--- config.mk ---
export PLATFORM = sky130hd
export DESIGN_NAME = cpu_sequencer
export DESIGN_NICKNAME = d
export VERILOG_FILES = /design/src/rtl/cpu_sequencer_pkg.sv /design/src/rtl/sat_counter.sv /design/src/rtl/cpu_sequencer.sv
export SDC_FILE = /design/constraint.sdc
export NUM_CORES = 1
export LEC_CHECK = 0
export ABC_CLOCK_PERIOD_IN_PS = 3700
export BUFFER_PORTS_ARGS = -buffer_cell sky130_fd_sc_hd__buf_4
export CAP_MARGIN = 30
export CORE_MARGIN = 2
export CORE_UTILIZATION = 40
export CTS_CLUSTER_SIZE = 20
export DETAILED_ROUTE_END_ITERATION = 8
export MAX_ROUTING_LAYER = met4
export PLACE_DENSITY = 0.62
export SYNTH_ARGS = -nofsm -noshare
export SYNTH_HDL_FRONTEND = slang
export SYNTH_HIERARCHICAL = 1
export SYNTH_SLANG_ARGS = --single-unit
--- constraint.sdc ---
create_clock -name clk -period 3.7 [get_ports clk]
set_clock_uncertainty 0.15 [all_clocks]
set_input_delay 0.74 -clock clk [delete_from_list [all_inputs] [get_ports clk]]
set_output_delay 0.74 -clock clk [all_outputs]
set_load 0.005 [all_outputs]
--- src/rtl/cpu_sequencer_pkg.sv ---
// Shared encodings for the instruction sequencer: the state type and the
// PC value that stops the core.
package codes;

  typedef enum logic [1:0] {
    FETCH  = 2'd0,
    EXEC1  = 2'd1,
    EXEC2  = 2'd2,
    HALTED = 2'd3
  } state_t;

  localparam logic [31:0] HALT_ADDR = 32'h0000_0000;

  localparam int CNT_WIDTH = 32;

endpackage

--- src/rtl/sat_counter.sv ---
// Up-counter that sticks at all-ones instead of wrapping; clear has priority.
module sat_counter #(
  parameter int WIDTH = 32
) (
  input  logic             clk,
  input  logic             clear,
  input  logic             inc_i,
  output logic [WIDTH-1:0] count_o
);

  logic [WIDTH-1:0] count_q;
  logic [WIDTH-1:0] count_d;

  always_comb begin
    count_d = count_q;
    if (clear) begin
      count_d = '0;
    end else if (inc_i && (count_q != {WIDTH{1'b1}})) begin
      count_d = count_q + 1'b1;
    end
  end

  always_ff @(posedge clk) begin
    count_q <= count_d;
  end

  assign count_o = count_q;

endmodule

--- src/rtl/cpu_sequencer.sv ---
// Three-phase instruction sequencer (FETCH/EXEC1/EXEC2) with memory stalls,
// sticky halt on a zero next-PC, and saturating performance counters.
module cpu_sequencer
  import codes::*;
(
  input  logic        clk,
  input  logic        reset,
  input  logic        waitrequest_i,
  input  logic        ram_read_en_i,
  input  logic        ram_write_en_i,
  input  logic [31:0] pc_next_i,
  output state_t      state_o,
  output logic        stall_o,
  output logic        active_o,
  output logic [31:0] cycle_count_o,
  output logic [31:0] instr_count_o,
  output logic [31:0] stall_count_o
);

  state_t state_q;
  state_t state_d;
  logic   active_q;
  logic   mem_req;
  logic   retire;

  always_comb begin
    state_d = state_q;
    mem_req = ram_read_en_i | ram_write_en_i;
    stall_o = mem_req & waitrequest_i & (state_q != HALTED);
    retire  = (state_q == EXEC2) & ~stall_o;
    if (!stall_o) begin
      unique case (state_q)
        FETCH:   state_d = EXEC1;
        EXEC1:   state_d = EXEC2;
        EXEC2:   state_d = (pc_next_i == HALT_ADDR) ? HALTED : FETCH;
        default: state_d = HALTED;
      endcase
    end
  end

  // active is registered alongside the state so it drops on HALTED entry.
  always_ff @(posedge clk) begin
    if (reset) begin
      state_q  <= FETCH;
      active_q <= 1'b1;
    end else begin
      state_q  <= state_d;
      active_q <= (state_d != HALTED);
    end
  end

  assign state_o  = state_q;
  assign active_o = active_q;

  // Counter slots: 0 = active cycles, 1 = retired instructions, 2 = stalls.
  logic [2:0]           cnt_inc;
  logic [CNT_WIDTH-1:0] cnt_val [3];

  assign cnt_inc[0] = active_q;
  assign cnt_inc[1] = retire;
  assign cnt_inc[2] = stall_o;

  generate
    for (genvar gi = 0; gi < 3; gi++) begin : g_cnt
      sat_counter #(
        .WIDTH (CNT_WIDTH)
      ) u_cnt (
        .clk     (clk),
        .clear   (reset),
        .inc_i   (cnt_inc[gi]),
        .count_o (cnt_val[gi])
      );
    end
  endgenerate

  assign cycle_count_o = cnt_val[0];
  assign instr_count_o = cnt_val[1];
  assign stall_count_o = cnt_val[2];

endmodule

# After elaboration in Yosys (flattened, before gate mapping)
# Cells that the tools add are included.
# W data, S select, Z words.
# totals
regBits	99
in_bits	37
out_inout_bits	100
wordCells	28
# classes
addsub	3
eq_ne	7
muxes	3
bitwise	5
n_reduce_logical	5
# ops
cell	count
$add A32 B1 Y32 const B	3
$ne A32 B32 Y1 const B	3
$logic_not A32 Y1	1
$pmux W2 S3	1
$mux W2	2
$ne A2 B2 Y1 const B	2
$and A1 B1 Y1	3
$logic_and A1 B1 Y1	3
$eq A2 B1 Y1 const B	1
$eq A2 B2 Y1 const B	1
$logic_not A2 Y1	1
$not A1 Y1	1
$or A1 B1 Y1	1

# Longest topological paths before layout
# Gate-level depths: netlist of run 1.
# logic_depth
depth_word	6
depth_mapped	8
mapped_depth_nobuf	7

# Cells and area by module
# The synthesis of run 1 kept the hierarchy.
# modules_own_cells
mod	instances	cells_per_inst	area_per_inst_um2	seq_area_each_um2
sat_counter	3	199	1674.1	640.6
cpu_sequencer	1	26	210.2	60.1

# Worst setup path before layout of run 1
# No wires, ideal clock.
# synth_timing
path_kind	input-to-reg
from	in ram_write_en_i
to	reg g_cnt[1].u_cnt.count_q[31]
setup_time_ps	121
arrival_time_ps	2746
t_required_ps	3429
path_slack_ps	683
stages	7
path_buffers	0
path_cell_list	o21ai_1 and3_1 nand4_1 nor4_2 nand4_1 nor4_1 mux2_2
# synth_via
elab_chain_cells	6
# synth_rtl
element	line	source
from (decl)	cpu_sequencer.sv:10	input logic ram_write_en_i,
$or A1 B1 Y1	cpu_sequencer.sv:28	mem_req = ram_read_en_i | ram_write_en_i;
$and A1 B1 Y1 (2 in series)	cpu_sequencer.sv:29	stall_o = mem_req & waitrequest_i & (state_q != HALTED);
$not A1 Y1	cpu_sequencer.sv:30	retire = (state_q == EXEC2) & ~stall_o;
$and A1 B1 Y1	cpu_sequencer.sv:30	
named net retire	cpu_sequencer.sv:24	logic retire;
$logic_and A1 B1 Y1	sat_counter.sv:18	end else if (inc_i && (count_q != {WIDTH{1'b1}})) begin
to (signal assigned)	sat_counter.sv:24	count_q <= count_d;
to (decl)	sat_counter.sv:11	logic [WIDTH-1:0] count_q;
# The timed path passes the listed nets, and every way through them passes these cells.
# A chain may end at the register's enable or synchronous reset.

# Worst setup path after layout of run 1
# Same ends and word-level chain as after synthesis.

==> flow_metrics.tcl, run 1 <==
set metrics [dict create \
    grt_pass1_vias 4887 \
    htree_levels 3 \
    synth_fp_nets 663 \
    mostFrequentLayoutCells "buf_4, dfxtp_1, a21oi_1" \
    totalWireLength_um 15000 \
    path_max_fanout 7 \
    rows 41 \
    worstHoldPathType "register to register" \
    viasPerCell 5.85 \
    synthArstFlopShare_pct 0 \
    cp.buffers_inverters 1 \
    numCtsBuffers 9 \
    io_pins 137 \
    worst_ep_required_time_ns 3.78 \
    gp_congestion 0.881 \
    r2r-start "state_o[0]$_SDFF_PP0_" \
    critPathCaptureType "register" \
    post-route-min-period_ns 3.09 \
    clk_latency_ns 0.35 \
    coreArea_um2 12700 \
    r2r_slack_ns 1.08 \
    drt-initial-drc-count 404 \
    clock_sinks 99 \
    synth_fa_ha_area_share_pct 0.717 \
    die_h_um 118 \
    grtUsageTotal_pct 21.4 \
    initial_core_util_pct 41.3 \
    antennaDiodeCount 0 \
    n_fill_cell 1239 \
    synth_top_family_by_area "simple AND/OR/NAND/NOR gates" \
    drive_gt1_share_pct 25.4 \
    crit_path_start_kind "input pin" \
    cp_top_family "simple AND/OR/NAND/NOR gates" \
    fp.dieW_um 118 \
    max_slew_margin_pct 50.7 \
    synth_cells 623 \
    status "completed" \
    synth_enable_flop_cells 0 \
    seq_area_um2 1980 \
    arrival_ns 3.17 \
    antenna_left 0 \
    hold_depth 2 \
    cts_hold_buf 0 \
    synth-seq-cells 99 \
    synth_compound_area_share_pct 19.0 \
    setup_violations 0 \
    grt_pass1_wl_um 24300 \
    synthMuxAreaShare_pct 1.87 \
    antenna_found_initial 0 \
    synth_warnings 6 \
    clk_pin_slew_ns 0.06 \
    seq_area_frac_synth_pct 37.9 \
    tns_ns 0 \
    port_buffers 136 \
    clk_path_buf_depth 2 \
    multi_input_area_um2 3100 \
    whs_ns 0.354 \
    ys_types 44 \
    ir_worst_vdd_uv 205 \
    root_buffer "clkbuf_16" \
    final_hold_viol_count 0 \
    syn_avg_cell_area_um2 8.40 \
    syn_area_um2 5230 \
    rr_worst_depth 7 \
    slowest_stage "nor4_2" \
    num-nets-final 792 \
    drv_slew 0 \
    r2r_end "g_cnt[1].u_cnt/count_o[31]$_SDFFE_PP0P_" \
    hp-start "g_cnt[1].u_cnt/count_o[23]$_SDFFE_PP0P_" \
    maxCapViolCount 0 \
    p_per_area_nw_per_um2 323 \
    vias 5433 \
    path_class "input pin to register" \
    path_common_cell "nand4_1" \
    tightest_slew_ns 0.739 \
    synth-main-ff-cell "dfxtp_1" \
    place_hpwl_um 10900 \
    dieArea_um2 14000 \
    final_common_cell "buf_4" \
    cts_tree "done" \
    drt_first_pass_iters 4 \
    fmax_mhz 324 \
    cpPeakStageDelay_ns 0.57 \
    min_to "g_cnt[1].u_cnt/count_o[23]$_SDFFE_PP0P_" \
    drc_errors 0 \
    cts_resized 0 \
    fin_cells 928 \
    rsz0062_at_grt "false" \
    wire_per_inst_um 16.1 \
    p_leak_nw 2.34 \
    min_period_over_period_pct 83.5 \
    crit_chain "buf_4, o21ai_1, and3_1, nand4_1, nor4_2, nand4_1, nor4_1, mux2_2" \
    grt_max_degree 70 \
    dp.cells 913 \
    synth_xor_area_share_pct 3.52 \
    gr-total-overflow 0 \
    synth-simple-area-share_pct 33.9 \
    area_delta_synth_final_pct 29.5 \
    cts_setup_buffers 0 \
]
-- cells in the mapped netlist (all sizes together) (2+ instances only) --
cell type,n,share of area (%)
a2111oi,6,1.0
a211oi,3,0.43
a21o,3,0.43
a21oi,68,6.5
a311oi,2,0.33
a31o,3,0.50
a31oi,3,0.36
and2,3,0.36
and3,13,1.8
and4,12,2.0
buf,9,0.86
clkbuf,24,1.7
dfxtp,99,38
ha,3,0.72
inv,8,0.57
mux2,6,1.3
mux2i,3,0.57
nand2,30,2.2
nand2b,3,0.36
nand3,43,4.4
nand4,32,3.8
nor2,42,3.0
nor2b,6,0.72
nor3,6,0.57
nor3b,6,0.86
nor4,23,3.2
o21ai,26,2.5
o31ai,36,5.2
o41ai,3,1.6
or2,4,0.48
or3,33,4.2
or3b,3,0.50
or4,36,5.2
xnor2,18,3.0
xor2,3,0.50
-- sequential cells by signal, summed over array words and instances (netlist names) --
| signal | cells |
|---|---|
| active_o | 1 |
| g_cnt.u_cnt/count_o | 96 |
| state_o | 2 |
-- where the power goes --
group,internal [mW],switching [mW],total [mW]
clock network,0.609,0.397,1.01
registers,1.07,0.0119,1.08
logic,0.0512,0.0487,0.0999
-- per-stage QoR --
step	instance area [um2]	power (mW)	utilization [%]	worst slack, ns
6_report	6780	2.19	53.5	0.611
5_1_grt	6780	2.27	53.5	0.411
4_1_cts	6780	2.21	53.5	0.662
3_5_place_dp	6460	1.21	51.0	0.306
3_3_place_gp	6460	1.21	51.0	0.409
2_1_floorplan	5230	1.15	-	0.683
-- worst max-delay path by stage --
| stage | start | endpoint | depth (start not counted) | slack, ns |
|---|---|---|---|---|
| CTS | ram_write_en_i | g_cnt[1].u_cnt/count_o[31]$_SDFFE_PP0P_ | 8 | 0.66 |
| finish | ram_write_en_i | g_cnt[1].u_cnt/count_o[31]$_SDFFE_PP0P_ | 8 | 0.61 |
| detailed placement | ram_write_en_i | g_cnt[1].u_cnt/count_o[31]$_SDFFE_PP0P_ | 8 | 0.31 |
| global route | ram_write_en_i | g_cnt[1].u_cnt/count_o[31]$_SDFFE_PP0P_ | 8 | 0.41 |
| floorplan | ram_write_en_i | g_cnt[1].u_cnt/count_o[31]$_SDFFE_PP0P_ | 7 | 0.68 |
| global placement | ram_write_en_i | g_cnt[1].u_cnt/count_o[31]$_SDFFE_PP0P_ | 8 | 0.41 |
-- tightest hold or removal path, cell delays in order, from the launching register on --
cell and delay (ns):
dfxtp_1 0.33, o31ai_1 0.07, a21oi_1 0.05
-- layer usage --
metal / share of wire, % / vias up / track usage, % / wire length (um)
li1: - / 2673 / - / -
met1: 46 / 2604 / 27.7 / 6890
met2: 48 / 142 / 34.6 / 7230
met3: 4.2 / 14 / 2.94 / 625
met4: 1.5 / 0 / 6.99 / 231
met5: 0 / - / - / 0
-- final cells by class --
| type | count | area share [%] |
|---|---|---|
| inverter | 8 | 0.443 |
| clock buffer | 13 | 3.69 |
| clock inverter | 2 | 0.886 |
| multi-input combinational | 483 | 45.8 |
| tap | 172 | 3.18 |
| sequential | 99 | 29.3 |
| timing repair buffer | 151 | 16.7 |
-- cells by family (layout without fill, tap and decap cells) --
family	Yosys count	count (layout)
buffers and inverters	41	174
AO/OA/AOI/OAI	154	154
flip-flops	99	99
XOR/XNOR	21	21
adder cells (fa/ha/maj)	3	3
multiplexers	9	9
AND/OR/NAND/NOR	296	296
(Power assumes the default switching activity.)
==> run 2, diff against run 1 <==
--- a/config.mk
+++ b/config.mk
@@ -5,7 +5,7 @@
 export SDC_FILE = /design/constraint.sdc
 export NUM_CORES = 1
 export LEC_CHECK = 0
-export ABC_CLOCK_PERIOD_IN_PS = 3700
+export ABC_CLOCK_PERIOD_IN_PS = 2600
 export BUFFER_PORTS_ARGS = -buffer_cell sky130_fd_sc_hd__buf_4
 export CAP_MARGIN = 30
 export CORE_MARGIN = 2
@@ -13,7 +13,7 @@
 export CTS_CLUSTER_SIZE = 20
 export DETAILED_ROUTE_END_ITERATION = 8
 export MAX_ROUTING_LAYER = met4
-export PLACE_DENSITY = 0.62
+export PLACE_DENSITY = 0.65
 export SYNTH_ARGS = -nofsm -noshare
 export SYNTH_HDL_FRONTEND = slang
 export SYNTH_HIERARCHICAL = 1
==> constraint.sdc (replaced) <==
create_clock -name clk -period 2.6 [get_ports clk]
set_clock_uncertainty 0.15 [all_clocks]
set_input_delay 0.52 -clock clk [delete_from_list [all_inputs] [get_ports clk]]
set_output_delay 0.52 -clock clk [all_outputs]
set_load 0.005 [all_outputs]
==> run 2 against run 1 <==
Effect of this change:
- critical path depth fell by 2
- setup slack got worse by 0.48 ns
- first-iteration DRC count fell by 11%
- flip-flop and latch count did not move
- via count rose by 4.2%
- global-route usage rose by 0.68 points
- total power rose by 32%
- die area did not move
- sequential share of layout area fell by 0.89 points
==> flow_metrics.tcl, run 2 (synthesis results as in run 1) <==
set metrics [dict create \
    maxCapViolCount 0 \
    grt_pass1_vias 5239 \
    path_class "register to register" \
    crit_path_start_kind "register" \
    p_leak_nw 2.50 \
    grtUsageTotal_pct 22.1 \
    rows 41 \
    p_per_area_nw_per_um2 415 \
    hold_depth 2 \
    final_hold_viol_count 0 \
    totalWireLength_um 15000 \
    gr-total-overflow 0 \
    largest_register_ffs 96 \
    r2r_end "g_cnt[2].u_cnt/count_o[4]$_SDFFE_PP0P_" \
    min_period_over_period_pct 94.9 \
    setup_violations 0 \
    grt_pass1_wl_um 25100 \
    path_max_fanout 8 \
    fmax_mhz 405 \
    whs_ns 0.348 \
    min_to "g_cnt[2].u_cnt/count_o[15]$_SDFFE_PP0P_" \
    p_total_mw 2.90 \
    drv_slew 0 \
    coreArea_um2 12700 \
    antenna_found_initial 0 \
    dp_slack_ns -0.0294 \
    vias 5662 \
    drt_first_pass_iters 7 \
    r2r-start "g_cnt[2].u_cnt/count_o[21]$_SDFFE_PP0P_" \
    port_buffers 136 \
    die_h_um 118 \
    place_hpwl_um 11100 \
    final_common_cell "buf_4" \
    setup_ws_ns 0.132 \
    crit_chain "and3_4, or3b_1, buf_4, o41ai_4, o21ai_0, a21oi_1" \
    worstHoldPathType "register to register" \
    io_pins 137 \
    rr_worst_depth 6 \
    numCtsBuffers 9 \
    antennaDiodeCount 0 \
    initial_core_util_pct 41.3 \
    antenna_left 0 \
    slowest_stage "o41ai_4" \
    ir_worst_vdd_uv 238 \
    post-route-min-period_ns 2.47 \
    cpPeakStageDelay_ns 0.54 \
    r2r_slack_ns 0.13 \
    htree_levels 3 \
    viasPerCell 5.90 \
    drive_gt1_share_pct 28.7 \
    max_slew_margin_pct 48.2 \
    cts_setup_buffers 0 \
    arrival_ns 2.60 \
    cts_tree "done" \
    cts_resized 0 \
    clk_path_buf_depth 2 \
    grt_max_degree 74 \
    fp.dieW_um 118 \
    hp-start "g_cnt[2].u_cnt/count_o[15]$_SDFFE_PP0P_" \
    drt-initial-drc-count 359 \
    root_buffer "clkbuf_16" \
    fin_util_pct 55.1 \
    n_fill_cell 1185 \
    area_delta_synth_final_pct 33.5 \
    num-nets-final 826 \
    dieArea_um2 14000 \
    clk_pin_slew_ns 0.06 \
    tightest_slew_ns 0.777 \
    critPathCaptureType "register" \
    wire_per_inst_um 15.7 \
    clk_latency_ns 0.35 \
    worst_ep_required_time_ns 2.73 \
    rsz0062_at_grt "false" \
    clock_sinks 99 \
    status "completed" \
    cts_hold_buf 0 \
    drc_errors 0 \
    mostFrequentLayoutCells "buf_4, dfxtp_1, a21oi_1" \
    gp_congestion 0.841 \
]
-- run 2: cell count changes in the layout (fill, tap and decap cells not counted) --
cell | before | now
buf_4 | 151 | 185
nor4_2 | 7 | 6
nor4_4 | 0 | 1
a21oi_2 | 0 | 1
o21ai_1 | 1 | 0
a21oi_1 | 68 | 67
o21ai_2 | 0 | 1
bufinv_16 | 2 | 0
-- run 2: critical path, delay by kind of cell, from the launching register on --
family	cells	cell delay, ns
compound gates	3	0.90
buf+inv	1	0.19
flops	1	0.47
simple gates	2	0.69
-- run 2: layout make-up --
type / count / area (um2) / area share [%]
repair buffers: 185 / 1390 / 19.9
multi-input cells: 483 / 3120 / 44.7
inverters: 8 / 30.0 / 0.430
flip-flops and latches: 99 / 1980 / 28.4
clock buffers: 13 / 250 / 3.58
well taps: 172 / 215 / 3.08
-- run 2: how the worst max path moves through the flow --
stage | from | end | slack [ns] | cells after the start
floorplan | ram_write_en_i | g_cnt[1].u_cnt/count_o[31]$_SDFFE_PP0P_ | 0.004 | 7
global placement | ram_write_en_i | g_cnt[1].u_cnt/count_o[31]$_SDFFE_PP0P_ | 0.06 | 8
detailed placement | ram_write_en_i | g_cnt[1].u_cnt/count_o[31]$_SDFFE_PP0P_ | -0.03 | 8
CTS | g_cnt[2].u_cnt/count_o[21]$_SDFFE_PP0P_ | g_cnt[2].u_cnt/count_o[4]$_SDFFE_PP0P_ | 0.15 | 6
global route | g_cnt[2].u_cnt/count_o[21]$_SDFFE_PP0P_ | g_cnt[2].u_cnt/count_o[4]$_SDFFE_PP0P_ | 0.007 | 6
finish | g_cnt[2].u_cnt/count_o[21]$_SDFFE_PP0P_ | g_cnt[2].u_cnt/count_o[4]$_SDFFE_PP0P_ | 0.13 | 6
-- run 2: metal layers --
| layer | wire length [um] | part of all wire [%] | GRT usage, % | vias up |
|---|---|---|---|---|
| li1 | - | - | - | 2740 |
| met4 | 300 | 2.0 | 8.41 | 0 |
| met1 | 6790 | 45 | 26.8 | 2734 |
| met5 | 0 | 0 | - | - |
| met3 | 693 | 4.6 | 3.52 | 22 |
| met2 | 7250 | 48 | 36.8 | 166 |
-- run 2: power breakdown --
group | total, mW | switching [mW] | internal, mW
combinational | 0.147 | 0.0715 | 0.0753
sequential | 1.54 | 0.0173 | 1.53
clock | 1.21 | 0.548 | 0.661
-- run 2: stage by stage --
stage | area (um2) | cells | setup TNS, ns
6_report | 6990 | 960 | 0
4_1_cts | 6990 | 960 | 0
5_1_grt | 6990 | 960 | 0
3_5_place_dp | 6740 | 947 | -0.0689
2_1_floorplan | 5250 | 623 | 0
3_3_place_gp | 6740 | 947 | 0
